<file path="src/rtl/instr_encoder.sv">
// Instruction encoder / program loader.
// Turns symbolic instruction requests into 32-bit MIPS words. The words are
// queued in a small FIFO and written to instruction memory at sequential
// word addresses.
module instr_encoder #(
    parameter int ADDR_W     = 8,
    parameter int FIFO_DEPTH = 4,
    parameter int BASE_ADDR  = 0
) (
    input  logic              clk,
    input  logic              rst_n,
    input  logic              flush,
    input  logic              in_valid,
    output logic              in_ready,
    input  logic [3:0]        in_kind,
    input  logic [4:0]        in_rs,
    input  logic [4:0]        in_rt,
    input  logic [4:0]        in_rd,
    input  logic [15:0]       in_imm,
    output logic              mem_valid,
    input  logic              mem_ready,
    output logic [ADDR_W-1:0] mem_addr,
    output logic [31:0]       mem_data,
    output logic [ADDR_W:0]   words_written,
    output logic              err_illegal,
    output logic              busy
);

    localparam int                PTR_W   = (FIFO_DEPTH > 1) ? $clog2(FIFO_DEPTH) : 1;
    localparam logic [PTR_W:0]    DEPTH_C = (PTR_W + 1)'(FIFO_DEPTH);
    localparam logic [ADDR_W-1:0] BASE_C  = ADDR_W'(BASE_ADDR);
    // words_written stops at 2^ADDR_W (one write per address)
    localparam logic [ADDR_W:0]   SAT_C   = {1'b1, {ADDR_W{1'b0}}};

    // Symbolic request kinds
    localparam logic [3:0] K_ADD  = 4'd0;
    localparam logic [3:0] K_SUB  = 4'd1;
    localparam logic [3:0] K_AND  = 4'd2;
    localparam logic [3:0] K_OR   = 4'd3;
    localparam logic [3:0] K_SLT  = 4'd4;
    localparam logic [3:0] K_ADDI = 4'd5;
    localparam logic [3:0] K_LW   = 4'd6;
    localparam logic [3:0] K_SW   = 4'd7;
    localparam logic [3:0] K_BEQ  = 4'd8;

    typedef enum logic [1:0] {
        ST_EMPTY  = 2'd0,
        ST_ACTIVE = 2'd1,
        ST_FULL   = 2'd2
    } fifo_state_e;

    fifo_state_e       state_q, state_d;
    logic [31:0]       fifo_mem [FIFO_DEPTH];
    logic [PTR_W-1:0]  wr_ptr_q, rd_ptr_q;
    logic [PTR_W:0]    count_q, count_d;
    logic [ADDR_W-1:0] addr_q;
    logic [ADDR_W:0]   words_q;
    logic              err_q;

    logic [31:0]       enc_word;
    logic              kind_legal;
    logic              accept;
    logic              push;
    logic              pop;

    // Encode the request currently presented on the input port
    always_comb begin
        enc_word   = 32'h0;
        kind_legal = 1'b1;
        case (in_kind)
            K_ADD:   enc_word = {6'b000000, in_rs, in_rt, in_rd, 5'b00000, 6'b100000};
            K_SUB:   enc_word = {6'b000000, in_rs, in_rt, in_rd, 5'b00000, 6'b100010};
            K_AND:   enc_word = {6'b000000, in_rs, in_rt, in_rd, 5'b00000, 6'b100100};
            K_OR:    enc_word = {6'b000000, in_rs, in_rt, in_rd, 5'b00000, 6'b100101};
            K_SLT:   enc_word = {6'b000000, in_rs, in_rt, in_rd, 5'b00000, 6'b101010};
            K_ADDI:  enc_word = {6'b001000, in_rs, in_rt, in_imm};
            K_LW:    enc_word = {6'b100011, in_rs, in_rt, in_imm};
            K_SW:    enc_word = {6'b101011, in_rs, in_rt, in_imm};
            K_BEQ:   enc_word = {6'b000100, in_rs, in_rt, in_imm};
            default: kind_legal = 1'b0;
        endcase
    end

    // Handshake qualification and next occupancy / state
    always_comb begin
        // Full blocks a push even when a pop happens in the same cycle
        in_ready = (state_q != ST_FULL) && !flush;
        accept   = in_valid && in_ready;
        push     = accept && kind_legal;
        pop      = (state_q != ST_EMPTY) && mem_ready && !flush;
        count_d  = count_q + {{PTR_W{1'b0}}, push} - {{PTR_W{1'b0}}, pop};
        if (count_d == '0) begin
            state_d = ST_EMPTY;
        end else if (count_d == DEPTH_C) begin
            state_d = ST_FULL;
        end else begin
            state_d = ST_ACTIVE;
        end
    end

    // FIFO storage; contents are only observed through the occupancy gate
    always_ff @(posedge clk) begin
        if (push) begin
            fifo_mem[wr_ptr_q] <= enc_word;
        end
    end

    // FIFO state machine, write address, completion count and error flag
    always_ff @(posedge clk or negedge rst_n) begin
        if (!rst_n) begin
            state_q  <= ST_EMPTY;
            wr_ptr_q <= '0;
            rd_ptr_q <= '0;
            count_q  <= '0;
            addr_q   <= BASE_C;
            words_q  <= '0;
            err_q    <= 1'b0;
        end else if (flush) begin
            state_q  <= ST_EMPTY;
            wr_ptr_q <= '0;
            rd_ptr_q <= '0;
            count_q  <= '0;
            addr_q   <= BASE_C;
            words_q  <= '0;
            err_q    <= 1'b0;
        end else begin
            state_q <= state_d;
            count_q <= count_d;
            if (push) begin
                wr_ptr_q <= wr_ptr_q + PTR_W'(1);
            end
            if (pop) begin
                rd_ptr_q <= rd_ptr_q + PTR_W'(1);
                addr_q   <= addr_q + ADDR_W'(1);
                if (words_q != SAT_C) begin
                    words_q <= words_q + (ADDR_W + 1)'(1);
                end
            end
            if (accept && !kind_legal) begin
                err_q <= 1'b1;
            end
        end
    end

    assign mem_valid     = (state_q != ST_EMPTY);
    assign busy          = (state_q != ST_EMPTY);
    assign mem_addr      = addr_q;
    assign mem_data      = (state_q != ST_EMPTY) ? fifo_mem[rd_ptr_q] : 32'h0;
    assign words_written = words_q;
    assign err_illegal   = err_q;

endmodule
</file>
<file path="config.mk">
export PLATFORM = sky130hd
export DESIGN_NAME = instr_encoder
export DESIGN_NICKNAME = d
export VERILOG_FILES = /design/src/rtl/instr_encoder.sv
export SDC_FILE = /design/constraint.sdc
export NUM_CORES = 1
export LEC_CHECK = 0
export ABC_AREA = 1
export CAP_MARGIN = 30
export CORE_AREA = 2 2 150 152
export CTS_BUF_LIST = sky130_fd_sc_hd__clkbuf_2 sky130_fd_sc_hd__clkbuf_4 sky130_fd_sc_hd__clkbuf_8
export CTS_CLUSTER_SIZE = 14
export DETAILED_ROUTE_END_ITERATION = 12
export DIE_AREA = 0 0 152 154
export PLACE_DENSITY = 0.49
export SYNTH_ARGS = -nofsm -noshare
export SYNTH_HDL_FRONTEND = slang
export SYNTH_SLANG_ARGS = --single-unit
export TNS_END_PERCENT = 1
</file>
<file path="constraint.sdc">
create_clock -name clk -period 3 [get_ports clk]
set_input_delay 0.6 -clock clk [delete_from_list [all_inputs] [get_ports clk]]
set_output_delay 0.6 -clock clk [all_outputs]
set_load 0.005 [all_outputs]
</file>
==> results by group <==
Outcome
  – Outcome: finished, final reports clean

Synthesis
  – Main synth FF type: edfxtp_1
  – Post-Synth XOR/XNOR Area: 0.00136
  – Post-Synth Adder-Cell Area: 0.0206
  – Synthesized Nets: 688
  – Gate Count Post-Synth: 638
  – Avg Synthesized Cell Area: 10.1 um2
  – Post-synth EDFFs: 116
  – FF+latch count, synth: 143
  – Asr flop ratio synth: 0.189
  – Post-synthesis sequential area ratio: 0.645
  – Mux cell area share after synthesis: 0
  – Cell taking the most area after synthesis: edfxtp_1
  – Synth cell types: 32
  – Main combinational cell family by area after synthesis: simple AND/OR/NAND/NOR gates
  – Post-Syn Area: 6440 um2
  – Simple-Gate Fraction of Synth Area: 0.176
  – Share of the synthesized area in the top cell type: 0.540
  – Top post-synthesis cells by area: edfxtp_1 54%, dfrtp_1 10%, nor2_1 9.4%
  – Yosys warns: 0
  – Compound-Gate Fraction of Synth Area: 0.0963

Route
  – Vias after detailed routing: 4,732
  – Post-DR wirelength/cell: 15.7 um
  – Drt total wl: 16,200 um
  – First-pass DRT Iterations: 5
  – Vias per cell: 4.58
  – Initial DRC Count: 223
  – DRC violations left: 0
  – Antenna Violating Nets Remaining: 0

Clocking
  – CTS-repair resized insts: 0
  – CTS root buf: clkbuf_8
  – Worst-skew pair later-pin latency: 0.44 ns
  – CTS Sinks: 143
  – CTS Hold Bufs: 0
  – Setup Buffers After CTS: 0
  – Worst-case clock buffer depth: 2
  – H-tree lvl count: 4
  – Clock-pin slew on the worst setup and hold paths: 0.08 ns
  – Num CTS Buffers: 17
  – CTS tree: built

Critical path
  – Reg2Reg Capture Point: state_q[1]
  – CP max stage cell: clkdlybuf4s50_1
  – Crit Path Class: flop to primary output
  – Largest fanout on the critical path: 44
  – CP Launch Type: flop
  – Worst r2r path cells: 11
  – Largest incremental delay on the critical path: 0.57 ns
  – R2R setup slack: 0.81 ns
  – Bufs and invs on worst path: 2
  – Arrival @ worst endpoint: 2.21 ns
  – CP endpoint kind: primary output
  – Crit path top cell by count: nor2_1
  – WP data required: 2.40 ns
  – CP Cell Sequence: buf_12 -> nor2_1 -> nor2_1 -> o21ai_0 -> a21oi_1 -> clkdlybuf4s50_1
  – Reg-to-Reg Start: state_q[1]
  – Cell family with most CP delay: buffers and inverters

Flow run
  – Max cap viols: 0

Power
  – Share of power burned in combinational logic: 0.305
  – Internal: 0.00384 W
  – Maximum VDD drop: 0.306 mV
  – Leakage: 3.13 nW
  – Fraction of power consumed by sequential logic: 0.416
  – Switch Pwr: 0.00168 W
  – Clock network fraction of design power: 0.278
  – Net Sw Frac: 0.304
  – Final Power: 0.00551 W
  – Power density over cell area: 672 nW/um2

Layout
  – Most frequent cells in the layout: 157 x nor2_1, 116 x edfxtp_1, 91 x clkdlybuf4s50_1
  – Area growth from synthesis to layout: 27.4%
  – Layout net count: 792
  – Final instance area: 8210 um2
  – Ant. Diodes: 0
  – Final core utilization: 0.378
  – Fillers: 2,138
  – Most common cell after layout, fill and taps aside: nor2_1
  – Layout cells sized above 1: 0.102

Floorplan
  – Die Ht: 154 um
  – Die Area: 23,400 um2
  – Die Width: 152 um
  – Cell Rows: 54
  – Initial Utilization: 0.297
  – IO Pins: 93
  – Core ar.: 21,700 um2

Timing
  – Final setup violation count: 0
  – Crit share post-route: 0.935
  – RSZ-0062 raised after global routing: false
  – F_max: 356 MHz
  – Final Hold Vio Count: 0
  – WHS: 0.538 ns
  – Worst Skew: 0.00983 ns
  – Final number of max-transition violations: 0
  – Period minus WS final: 2.81 ns
  – Setup TNS: 0 ns

Global route
  – Total congestion overflow: 0
  – Largest net degree at the start of global routing: 45
  – Number of global-route vias before repair: 4,833
  – First-pass GRT wire length: 25,900 um
  – Total GRT Usage: 0.142
  – Initial antenna violation count: 0

Worst hold path
  – Hold path endpoint: err_illegal
  – Hold crit path type: flop to flop
  – Worst Hold Depth: 1
  – Hold Startpoint: err_illegal

Placement
  – PortBufs: 91
  – DP Wirelength: 10,300 um
  – GPL Wtd Cong: 0.787
  – Post-DP Area: 7810 um2
## how the worst max path moves through the flow
| stage | startpoint | end | slack [ns] | cells after the start |
|---|---|---|---|---|
| floorplan | in_kind[1] | fifo_mem[0][0] | 0.13 | 5 |
| global placement | in_kind[1] | state_q[1] | 0.19 | 12 |
| global route | rd_ptr_q[0] | mem_data[23] | 0.006 | 5 |
| detailed placement | in_kind[1] | state_q[1] | 0.13 | 12 |
| finish | rd_ptr_q[0] | mem_data[31] | 0.19 | 6 |
| CTS | rd_ptr_q[0] | mem_data[24] | 0.02 | 5 |
## cells in the mapped netlist (2+ instances only)
library cell,instances
nor2_1,162
edfxtp_1,116
nand2_1,80
o21ai_0,69
inv_1,52
a21oi_1,33
dfrtp_1,27
nand3_1,22
buf_2,12
clkbuf_1,9
ha_1,9
buf_4,7
o21ai_1,7
inv_2,4
o21ai_2,4
nand2_4,3
nand4_1,3
a22o_1,2
nand2_2,2
nor2_2,2
nor3_1,2
## registers in the layout, indices dropped and copies added, names as in the netlist
signal,flops
fifo_mem,116
words_written,9
mem_addr,8
count_q,3
rd_ptr_q,2
state_q,2
wr_ptr_q,2
err_illegal,1
## area by class of cell
class / count / area (um2) / share of cell area
Clock buffer: 19 / 249 / 0.0303
Clock inverter: 11 / 143 / 0.0174
Inverter: 56 / 213 / 0.0259
Multi-Input combinational cell: 409 / 1940 / 0.236
Sequential cell: 143 / 4160 / 0.507
Tap cell: 280 / 350 / 0.0427
Timing Repair Buffer: 115 / 1150 / 0.141
## routing by layer
metal / share of wire / wire [um] / global-route usage
met1: 0.46 / 7480 / 0.186
met2: 0.47 / 7550 / 0.227
met3: 0.061 / 992 / 0.0457
met4: 0.011 / 183 / 0.0432
met5: 0 / 0 / 0
## power by group through the flow
stage	clock, W	combinational (W)	sequential, W
floorplan	0	0.000831	0.00232
global placement	0	0.00170	0.00234
detailed placement	0	0.00172	0.00234
CTS	0.00158	0.00173	0.00230
global route	0.00166	0.00188	0.00231
finish	0.00153	0.00168	0.00230
## per-stage QoR
| stage | setup slack [ns] | cells |
|---|---|---|
| 6_report | 0.194 | 1033 |
| 5_1_grt | 0.00627 | 1033 |
| 4_1_cts | 0.0173 | 1033 |
| 3_5_place_dp | 0.133 | 1003 |
| 3_3_place_gp | 0.192 | 1002 |
| 2_1_floorplan | 0.125 | 638 |
## cells by family after synthesis
kind of cell	Yosys count
adder cells (fa/ha/maj)	10
other	1
XOR/XNOR	1
buffers and inverters	86
AND/OR/NAND/NOR	280
AO/OA/AOI/OAI	117
flip-flops	143
(Power assumes the default switching activity.)
